[config.mk]
export PLATFORM = sky130hd
export DESIGN_NAME = prach_cp_strip_framer
export DESIGN_NICKNAME = d
export VERILOG_FILES = /design/src/rtl/prach_cp_strip_framer.sv
export SDC_FILE = /design/constraint.sdc
export NUM_CORES = 1
export LEC_CHECK = 0
export ABC_AREA = 0
export BUFFER_PORTS_ARGS = -buffer_cell sky130_fd_sc_hd__buf_2
export CAP_MARGIN = 20
export CORE_UTILIZATION = 34
export DETAILED_ROUTE_END_ITERATION = 12
export GPL_TIMING_DRIVEN = 1
export PLACE_DENSITY_LB_ADDON = 0.08
export SYNTH_ARGS = -nofsm -noshare
export SYNTH_HDL_FRONTEND = slang
export SYNTH_SLANG_ARGS = --single-unit
export TNS_END_PERCENT = 30
[constraint.sdc]
create_clock -name clk -period 3.5 [get_ports clk]
set_input_delay 0 -clock clk [delete_from_list [all_inputs] [get_ports clk]]
set_output_delay 0 -clock clk [all_outputs]
set_load 0.05 [all_outputs]
[src/rtl/prach_cp_strip_framer.sv]
// PRACH cyclic-prefix stripper: drops cp_len samples, then forwards fft_len samples
// per symbol for num_sym symbols, framed with sop/eop/sym_idx for the FFT sequencer.
module prach_cp_strip_framer #(
   parameter int DATA_WIDTH = 32,
   parameter int CNT_WIDTH  = 16,
   parameter int SYM_WIDTH  = 4
) (
   input  logic                  clk,
   input  logic                  resetn,
   input  logic                  clk_en,
   input  logic                  start,
   input  logic                  abort,
   input  logic [CNT_WIDTH-1:0]  cp_len,
   input  logic [CNT_WIDTH-1:0]  fft_len,
   input  logic [SYM_WIDTH-1:0]  num_sym,
   input  logic                  in_valid,
   input  logic [DATA_WIDTH-1:0] in_data,
   output logic                  out_valid,
   output logic [DATA_WIDTH-1:0] out_data,
   output logic                  out_sop,
   output logic                  out_eop,
   output logic [SYM_WIDTH-1:0]  sym_idx,
   output logic                  busy,
   output logic                  done,
   output logic                  err
);

   typedef enum logic [1:0] {
      IDLE    = 2'd0,
      CP_SKIP = 2'd1,
      PASS    = 2'd2
   } state_t;

   state_t                state;
   logic [CNT_WIDTH-1:0]  cnt;
   logic [CNT_WIDTH-1:0]  cp_r;
   logic [CNT_WIDTH-1:0]  fft_r;
   logic [SYM_WIDTH-1:0]  ns_r;
   logic [SYM_WIDTH-1:0]  sym_r;

   logic                  cfg_ok;
   logic                  cp_last;
   logic                  fft_last;
   logic                  sym_last;

   assign cfg_ok   = (fft_len != '0) && (num_sym != '0);
   assign cp_last  = (cnt == (cp_r - CNT_WIDTH'(1)));
   assign fft_last = (cnt == (fft_r - CNT_WIDTH'(1)));
   assign sym_last = (sym_r == (ns_r - SYM_WIDTH'(1)));

   // Pulse outputs clear on every enabled edge and hold while clk_en is low.
   always_ff @(posedge clk or negedge resetn) begin
      if (!resetn) begin
         state     <= IDLE;
         cnt       <= '0;
         cp_r      <= '0;
         fft_r     <= '0;
         ns_r      <= '0;
         sym_r     <= '0;
         out_valid <= 1'b0;
         out_data  <= '0;
         out_sop   <= 1'b0;
         out_eop   <= 1'b0;
         sym_idx   <= '0;
         busy      <= 1'b0;
         done      <= 1'b0;
         err       <= 1'b0;
      end else if (clk_en) begin
         out_valid <= 1'b0;
         out_sop   <= 1'b0;
         out_eop   <= 1'b0;
         done      <= 1'b0;
         err       <= 1'b0;
         if (abort) begin
            state   <= IDLE;
            cnt     <= '0;
            sym_r   <= '0;
            sym_idx <= '0;
            busy    <= 1'b0;
         end else begin
            case (state)
               IDLE: begin
                  if (start) begin
                     if (cfg_ok) begin
                        cp_r    <= cp_len;
                        fft_r   <= fft_len;
                        ns_r    <= num_sym;
                        cnt     <= '0;
                        sym_r   <= '0;
                        sym_idx <= '0;
                        busy    <= 1'b1;
                        state   <= (cp_len == '0) ? PASS : CP_SKIP;
                     end else begin
                        err <= 1'b1;
                     end
                  end
               end
               CP_SKIP: begin
                  if (start) begin
                     err <= 1'b1;
                  end
                  if (in_valid) begin
                     if (cp_last) begin
                        cnt   <= '0;
                        state <= PASS;
                     end else begin
                        cnt <= cnt + CNT_WIDTH'(1);
                     end
                  end
               end
               PASS: begin
                  if (start) begin
                     err <= 1'b1;
                  end
                  if (in_valid) begin
                     out_valid <= 1'b1;
                     out_data  <= in_data;
                     out_sop   <= (cnt == '0);
                     out_eop   <= fft_last;
                     sym_idx   <= sym_r;
                     if (fft_last) begin
                        cnt <= '0;
                        // Last symbol returns to IDLE so a start in the done cycle is taken.
                        if (sym_last) begin
                           sym_r <= '0;
                           done  <= 1'b1;
                           busy  <= 1'b0;
                           state <= IDLE;
                        end else begin
                           sym_r <= sym_r + SYM_WIDTH'(1);
                           state <= (cp_r == '0) ? PASS : CP_SKIP;
                        end
                     end else begin
                        cnt <= cnt + CNT_WIDTH'(1);
                     end
                  end
               end
               default: begin
                  state <= IDLE;
                  cnt   <= '0;
                  busy  <= 1'b0;
               end
            endcase
         end
      end
   end

endmodule

==> results.toml <==
[placement]
hpwl_um = 10500
portBuffers = 115
pre_cts_ws_ns = 0.197
gp_congestion = 0.864

[synthesis]
avgSynthCellArea_um2 = 10.4
netlist_instances = 543
netlist_area_mm2 = 0.00567
yosys_most_used_dff = "dfrtp_1"
yosysUniqueCellTypes = 69
synth_edf_count = 0
ys_warn_count = 0
async_flop_share = 1.00
ys_seq_area_frac = 0.441
ys_seq_elements = 100
syn_nets = 628

[worst_setup_path]
r2r-end = "cnt[14]"
cp-end-kind = "flop"
crit_buf_inv = 1
path_cells = "inv_1, ha_1, nor2b_1, and2_0, a31oi_1, a221o_1, nor4_4, o22ai_4, nor2b_1, a22o_1"
cp_data_arrival_time_ns = 3.40
critPathKind = "flop to flop"
cp-start-kind = "flop"
slowest_stage = "nor4_4"
crit_top_cell = "nor2b_1"
startpoint = "fft_r[0]"
cp_max_fo = 17
worstReg2RegStart = "fft_r[0]"
cp_data_required_time_ns = 3.73
r2r_setup_slack_ns = 0.34
worstRegToRegCells = 10
crit_family = "simple AND/OR/NAND/NOR gates"
crit_path_max_incr_delay_ns = 0.46

[cells_and_area]
layout_commonest_cell = "buf_2"
multiInputGateArea_mm2 = 0.00293
final_nets = 802
n_antenna_cell = 0
fillers = 1496
drive_gt1_frac = 0.324
syn2layout_area_growth_pct = 32.3
regArea_mm2 = 0.00250
final_cell_mix = "buf_2 (114), dfrtp_1 (100), dlygate4sd3_1 (71)"

[min_path]
worstHoldStart = "clk_en"
min_path_type = "input port to flop"
min_path_cells = 2
min_to = "out_sop"

[drt]
ant_nets = 0
top_layer = "met4"
dr_wl_met3_um = 553
wl_um = 14900
drtIter0Drc = 249
dr_wl_met2_um = 7390
wl_met1_um = 6680
vias = 4660
drcViolationCount = 0
first_pass_iters = 5
routedWlPerCell_um = 15.9
vias_per_cell = 4.97

[floorplan]
io_pins = 116
die-area_mm2 = 0.0172
die_x_um = 131
row_count = 46
core_area_mm2 = 0.0161
initial_core_util = 0.353
die_h_um = 131

[timing]
fin_tns_setup_ns = 0
slew_headroom = 0.363
timing.fmax_ghz = 0.316
hold_viol = 0
timing_worst_slew_pin_value_ns = 0.955
finalCritPeriodShare = 0.903
layout_setup_ws_ns = 0.338
period_needed_ns = 3.16
maxSlewViolCount = 0
skew_ns = 0.0140
setup_viol = 0
rsz0062_at_grt = "false"

[grt]
grt_antenna_before_repair = 0
grt-ovfl-total = 0
grt_max_degree = 74
grt_pass1_vias = 4915
track_usage = 0.180
grt_pass1_wl_um = 24800

[clock_tree]
clkSinkCount = 100
cts-root-buf = "clkbuf_16"
cts_tree = "built"
cts_buffer_depth = 2
clk_latency_ns = 0.36
cts_buffers = 9
clk_pin_slew_ns = 0.07
h-tree-depth = 3
post-cts-setup-buffer-count = 0

[power_and_ir_drop]
p_leak_nw = 3.41
p_total_w = 0.00524
peakVddDrop_v = 0.000543
powerDensity_mw_per_mm2 = 699

[job]
cap_viol_max_count = 0

[run_status]
status = "finished clean"
==> final cells by class <==
cell class / instances / area share
multi-input cells: 382 / 0.391
well taps: 216 / 0.0360
clock buffers: 10 / 0.0319
flip-flops and latches: 100 / 0.334
repair buffers: 196 / 0.184
inverters: 28 / 0.0140
clock inverters: 6 / 0.0102
==> registers in the layout (all words and copies together) (netlist names), 2 cells and up <==
name      cells
sym_idx       4
out_data     32
state         2
cnt          16
fft_r        16
cp_r         16
ns_r          4
sym_r         4
==> power by group <==
| part | total, W | internal (W) | switching, W |
|---|---|---|---|
| combinational | 0.00224 | 0.000943 | 0.00129 |
| sequential | 0.00195 | 0.00152 | 0.000430 |
| clock | 0.00106 | 0.000588 | 0.000475 |
| total | 0.00524 | 0.00305 | 0.00220 |
==> how the worst max path moves through the flow <==
| stage | endpoint | slack (ns) | cells past startpoint |
|---|---|---|---|
| after floorplan | cnt[14] | 0.65 | 13 |
| after global placement | cnt[13] | 0.27 | 8 |
| after detailed placement | cnt[15] | 0.20 | 8 |
| after CTS | cnt[15] | 0.19 | 8 |
| after global routing | cnt[14] | 0.04 | 10 |
| final | cnt[14] | 0.34 | 10 |
==> cells in the mapped netlist, types with 4 or more instances <==
cell | instances | area share
nor4_1 | 21 | 0.023
xor2_1 | 15 | 0.023
nand3_1 | 22 | 0.019
a31oi_1 | 4 | 0.0044
clkbuf_1 | 20 | 0.013
ha_1 | 11 | 0.024
nand2_1 | 25 | 0.017
a21o_1 | 7 | 0.0093
nand4_1 | 9 | 0.0099
xnor2_1 | 30 | 0.046
a31o_2 | 5 | 0.0077
a22o_1 | 7 | 0.011
mux2_2 | 68 | 0.14
or2_2 | 4 | 0.0044
a21oi_1 | 14 | 0.012
o22ai_1 | 9 | 0.0099
or3_1 | 5 | 0.0055
nor3_1 | 14 | 0.012
buf_2 | 9 | 0.0079
nand2b_1 | 7 | 0.0077
nor2_1 | 24 | 0.016
nor2b_1 | 8 | 0.0088
inv_1 | 28 | 0.019
dfrtp_1 | 100 | 0.44
o31ai_1 | 4 | 0.0053
o21ai_0 | 15 | 0.013
==> metrics by stage <==
stage                     utilization  cells  cell area, um^2  hold slack (ns)
after floorplan                     -    543             5670           -0.296
after global placement          0.402    851             6460            0.223
after detailed placement        0.402    851             6460            0.222
after CTS                       0.466    938             7490           0.0138
after global routing            0.467    938             7500           0.0343
final                           0.467    938             7500           0.0316
==> routing by layer <==
metal,track usage,vias up
met5,0,-
met4,0.0582,0
met3,0.0397,18
met2,0.308,104
met1,0.224,2220
li1,-,2318
==> cell families after synthesis <==
| logic type | count (synthesis) | synth area share |
|---|---|---|
| muxes | 68 | 0.135 |
| DFF | 100 | 0.441 |
| AOI/OAI and AO/OA | 92 | 0.117 |
| adders and majority gates | 11 | 0.0243 |
| buffers and inverters | 61 | 0.0452 |
| xor gates and xnor gates | 45 | 0.0695 |
| and+or+nand+nor | 166 | 0.167 |
==> timing repair <==
item                       CTS  global route
hold endpoints to repair   143             0
setup endpoints to repair    0            12
gates resized for setup      0             2
hold buffers                71             0
Power figures use the tool's default switching activity.
